`src/rtl/bcd_serial_add_ctrl.sv`:
```
`default_nettype none
// ============================================================================
// Module      : bcd_serial_add_ctrl
// Description : Sequencer for a shared single-digit BCD adder. It adds two
//               DIGITS-wide packed-BCD operands one digit per cycle, LSD first,
//               chaining each digit's carry into the next.
//               Optional feature macro: BCD_CHECK_EN (operand digit check, err).
// Revision    : 1.0 - initial release
// ============================================================================
module bcd_serial_add_ctrl #(
  parameter int DIGITS = 4
) (
  input  logic                clk,
  input  logic                rst_n,
  input  logic                start,
  input  logic [4*DIGITS-1:0] in1,
  input  logic [4*DIGITS-1:0] in2,
  input  logic                carry_in,
  output logic [3:0]          add_in1,
  output logic [3:0]          add_in2,
  output logic                add_cin,
  input  logic [3:0]          add_sum,
  input  logic                add_cout,
  output logic                busy,
  output logic                done,
  output logic [4*DIGITS-1:0] sum,
  output logic                carry_out
`ifdef BCD_CHECK_EN
  ,
  output logic                err
`endif
);

  localparam int              IDXW       = (DIGITS > 1) ? $clog2(DIGITS) : 1;
  localparam logic [IDXW-1:0] C_LAST_IDX = IDXW'(DIGITS - 1);

  localparam logic [1:0] S_IDLE = 2'd0;
  localparam logic [1:0] S_ADD  = 2'd1;
  localparam logic [1:0] S_DONE = 2'd2;

  logic [1:0]          state_q, state_d;
  logic [4*DIGITS-1:0] op_a_q, op_a_d;
  logic [4*DIGITS-1:0] op_b_q, op_b_d;
  logic [4*DIGITS-1:0] sum_q, sum_d;
  logic [IDXW-1:0]     idx_q, idx_d;
  logic                carry_q, carry_d;
  logic                cout_q, cout_d;
  logic [IDXW+1:0]     digit_base;

  // Bit offset of the digit currently being processed (idx * 4).
  assign digit_base = {idx_q, 2'b00};

`ifdef BCD_CHECK_EN
  logic err_q, err_d;
  logic bad_digit;

  // Flag any operand digit outside 0..9 on the raw inputs.
  always_comb begin
    bad_digit = 1'b0;
    for (int i = 0; i < DIGITS; i++) begin
      if ((in1[4*i +: 4] > 4'd9) || (in2[4*i +: 4] > 4'd9)) begin
        bad_digit = 1'b1;
      end
    end
  end
`endif

  // State and datapath registers; reset aborts any operation in flight.
  always_ff @(posedge clk or negedge rst_n) begin
    if (!rst_n) begin
      state_q <= S_IDLE;
      op_a_q  <= '0;
      op_b_q  <= '0;
      sum_q   <= '0;
      idx_q   <= '0;
      carry_q <= 1'b0;
      cout_q  <= 1'b0;
`ifdef BCD_CHECK_EN
      err_q   <= 1'b0;
`endif
    end else begin
      state_q <= state_d;
      op_a_q  <= op_a_d;
      op_b_q  <= op_b_d;
      sum_q   <= sum_d;
      idx_q   <= idx_d;
      carry_q <= carry_d;
      cout_q  <= cout_d;
`ifdef BCD_CHECK_EN
      err_q   <= err_d;
`endif
    end
  end

  // Next-state logic: capture on start, one digit per ADD cycle, single DONE cycle.
  always_comb begin
    state_d = state_q;
    op_a_d  = op_a_q;
    op_b_d  = op_b_q;
    sum_d   = sum_q;
    idx_d   = idx_q;
    carry_d = carry_q;
    cout_d  = cout_q;
`ifdef BCD_CHECK_EN
    err_d   = err_q;
`endif
    case (state_q)
      S_IDLE: begin
        if (start) begin
          op_a_d  = in1;
          op_b_d  = in2;
          carry_d = carry_in;
          idx_d   = '0;
          sum_d   = '0;
          cout_d  = 1'b0;
`ifdef BCD_CHECK_EN
          // A bad operand skips the addition entirely and reports via err.
          err_d   = bad_digit;
          state_d = bad_digit ? S_DONE : S_ADD;
`else
          state_d = S_ADD;
`endif
        end
      end
      S_ADD: begin
        sum_d[digit_base +: 4] = add_sum;
        carry_d                = add_cout;
        if (idx_q == C_LAST_IDX) begin
          // Last digit: keep idx in range and publish the decimal carry.
          cout_d  = add_cout;
          state_d = S_DONE;
        end else begin
          idx_d = idx_q + IDXW'(1);
        end
      end
      S_DONE: begin
        state_d = S_IDLE;
      end
      default: begin
        state_d = S_IDLE;
      end
    endcase
  end

  // Outputs: adder drive only while adding, status decoded from state.
  always_comb begin
    add_in1   = 4'd0;
    add_in2   = 4'd0;
    add_cin   = 1'b0;
    if (state_q == S_ADD) begin
      add_in1 = op_a_q[digit_base +: 4];
      add_in2 = op_b_q[digit_base +: 4];
      add_cin = carry_q;
    end
    busy      = (state_q != S_IDLE);
    done      = (state_q == S_DONE);
    sum       = sum_q;
    carry_out = cout_q;
`ifdef BCD_CHECK_EN
    err       = err_q;
`endif
  end

endmodule
`default_nettype wire
```
`config.mk`:
```
export PLATFORM = sky130hd
export DESIGN_NAME = bcd_serial_add_ctrl
export DESIGN_NICKNAME = d
export VERILOG_FILES = /design/src/rtl/bcd_serial_add_ctrl.sv
export SDC_FILE = /design/constraint.sdc
export NUM_CORES = 1
export LEC_CHECK = 0
export ABC_AREA = 1
export CAP_MARGIN = 20
export CORE_MARGIN = 5
export CORE_UTILIZATION = 35
export DETAILED_ROUTE_END_ITERATION = 12
export SYNTH_ARGS = -nofsm -noshare
export SYNTH_HDL_FRONTEND = slang
export SYNTH_SLANG_ARGS = --single-unit
export TNS_END_PERCENT = 10
```
`constraint.sdc`:
```
create_clock -name clk -period 2.1 [get_ports clk]
set_input_delay 0.42 -clock clk [delete_from_list [all_inputs] [get_ports clk]]
set_output_delay 0.42 -clock clk [all_outputs]
set_load 0.005 [all_outputs]
```
==> impl_metrics.tcl <==
set metrics [dict create \
    grt_pass1_wl_um 11100 \
    coreArea_um2 7690 \
    skew_ns 0.00824 \
    tritoncts "yes" \
    die_height_um 98.4 \
    dr.max_layer_used "met4" \
    worst_setup_path_start_kind "flip-flop" \
    synth.avg_cell_area_um2 8.19 \
    first_pass_iters 4 \
    wire_per_inst_um 13.1 \
    cts_sinks 54 \
    rr_endpoint "sum[3]" \
    path_buf_inv 2 \
    utilization_pct 47.3 \
    antenna_found_initial 0 \
    rr_startpoint "idx_q[0]" \
    synth_cell_type_count 20 \
    period_share_pct 103 \
    wl_um 6600 \
    syn_area_um2 2740 \
    grt_usage_pct 14.1 \
    crit_family "buffers and inverters" \
    insertion_delay_ns 0.31 \
    max_clock_freq_mhz 462 \
    grt_max_degree 66 \
    worst_pin_slew_ns 0.568 \
    power.density_nw_per_um2 1290 \
    synthTopCellsByCount "106 x nand2_1, 54 x dfrtp_1, 48 x inv_1" \
    grt_remaining_overflow 0 \
    ir_drop_v 0.000461 \
    cp-end-kind "output pin" \
    num_antenna_cells 0 \
    cts_made_buffers 5 \
    synth_top_flop_cell "dfrtp_1" \
    viasPerCell 4.58 \
    critPathKind "flip-flop to output pin" \
    holdBufCountCts 0 \
    htree_levels 2 \
    drt-initial-drc-count 80 \
    num_rows 32 \
    outcome "finished with violations" \
    synth_compound_area_share_pct 11.1 \
    fillers 794 \
    setup_viol 1 \
    required_ns 1.68 \
    die-width_um 98.4 \
    hold_class "input pin to async pin" \
    vias 2309 \
    layout_setup_ws_ns -0.0659 \
    port_buffers 68 \
    synth_top_family_by_area "simple AND/OR/NAND/NOR gates" \
    reg2reg_depth 5 \
    relSlewSlack_pct 62.2 \
    synth_cells 334 \
    synthAdderAreaFrac_pct 2.74 \
    yosys_warnings 0 \
    pin_count 69 \
    cts_root_buf "clkbuf_8" \
    muxShareOfSynthArea_pct 0 \
    synth_top_area_share_pct 49.4 \
    critPathMaxStageDelay_ns 0.51 \
    synth_simple_gate_area_share_pct 25.3 \
    synth-edff-count 0 \
    synth_nets 381 \
    place_area_um2 3500 \
    min_period_ns 2.17 \
    cts_setup_buffers 0 \
    gp_congestion 0.834 \
    finalNetCount 448 \
    dieArea_um2 9680 \
    cellLeakagePower_uw 0.00182 \
    finalHoldViolCount 0 \
    path_clk_slew_ns 0.10 \
    ys_seq_elements 54 \
    slowest_stage "clkdlybuf4s50_1" \
    failed_checks "negative setup slack" \
    worst-path-max-fanout 13 \
    drive_above_1_share_pct 13.2 \
    rrSetupSlack_ns 0.59 \
    wl_met1_um 3000 \
    finalPower_uw 4680 \
    grt_pass1_vias 2375 \
    ant_nets 0 \
    synth.most_common_cell "nand2_1" \
    synthArstFlopShare_pct 100 \
    drc 0 \
    final_area_um2 3630 \
    synth_top_area_cell "dfrtp_1" \
    syn2layout_area_growth_pct 32.8 \
    seqCellArea_um2 1350 \
    maxCapViolCount 0 \
    yosysSeqAreaShare_pct 49.4 \
    dp_hpwl_um 4760 \
    path_cells "buf_6, nand2_1, nand3_1, a21oi_2, clkdlybuf4s50_1" \
    met2_length_um 3230 \
    cts.path.max_buffers 2 \
    rsz0062_at_grt "true" \
    met3_length_um 282 \
    cp.arrival_ns 1.75 \
    holdWs_ns 0.0911 \
    synth_xor_area_share_pct 0 \
    synth_area_leaders "dfrtp_1 49%, nand2_1 15%, nand3_1 7.5%" \
    multi_input_area_um2 1090 \
    start_util_pct 35.6 \
    slew_viol_final 0 \
]
-- layout by cell type, fill, tap and decap left out, types with 6 or more instances in the layout --
cell type,n
clkdlybuf4s50_1,60
nand2_1,105
clkbuf_8,6
nand3_1,41
nor2_1,9
dfrtp_1,53
inv_1,48
o21ai_1,11
o21ai_2,22
ha_1,6
-- worst reg2reg max path: stages (launching register included) --
cell and delay, ns:
dfrtp_2 0.45, inv_4 0.23, ha_1 0.32, nor2_1 0.24, nand3_1 0.12, nand2_1 0.09
-- cell families (layout without fill, tap and decap cells) --
| group | after synthesis | after routing |
|---|---|---|
| DFF | 54 | 54 |
| and+or+nand+nor | 162 | 162 |
| adders and majority gates | 6 | 6 |
| buffers and inverters | 68 | 136 |
| AOI/OAI and AO/OA | 44 | 44 |
-- registers in the layout, summed over array words and instances, names as in the netlist --
| name | cells |
|---|---|
| carry_q | 1 |
| carry_out | 1 |
| op_b_q | 16 |
| state_q | 2 |
| op_a_q | 16 |
| idx_q | 2 |
| sum | 16 |
-- report_power, final --
part	internal [µW]	total, µW	leakage (µW)	switching [µW]
logic	1060	2450	0.00109	1380
registers	1460	1630	0.000688	168
clock network	267	605	0.0000482	338
total	2790	4680	0.00182	1890
-- per-stage QoR --
step,TNS [ns],cells,worst slack (ns)
floorplan,0,334,0.547
global placement,0,496,0.188
detailed placement,0,496,0.104
CTS,-0.533,504,-0.123
global route,-0.251,504,-0.151
finish,-0.0659,504,-0.0659
-- how the worst max path moves through the flow --
stage,startpoint,end,cells after the start
2_1_floorplan,idx_q[1],sum[12],6
3_3_place_gp,state_q[1],add_cin,4
3_5_place_dp,state_q[1],add_in1[0],4
4_1_cts,idx_q[0],add_in1[1],5
5_1_grt,idx_q[0],add_in2[0],5
6_report,idx_q[0],add_in2[0],5
-- area by class of cell --
| type | count | area share (%) |
|---|---|---|
| Timing Repair Buffer | 75 | 21.1 |
| Inverter | 53 | 5.58 |
| Multi-Input combinational cell | 212 | 30.1 |
| Clock inverter | 1 | 0.138 |
| Sequential cell | 54 | 37.2 |
| Tap cell | 102 | 3.51 |
| Clock buffer | 7 | 2.38 |
-- timing repair --
action | 4_1_cts | 5_1_grt
resized for setup | 8 | 10
pin swaps | 1 | 1
setup endpoints to repair | 9 | 6
-- metal layers --
layer  vias to the layer above  GRT usage (%)
met5                         -              0
met4                         0           5.04
met3                         9           2.64
met2                        57           23.8
met1                      1076           18.0
li1                       1167              -
Note: power is estimated with default switching activity, not from simulation.
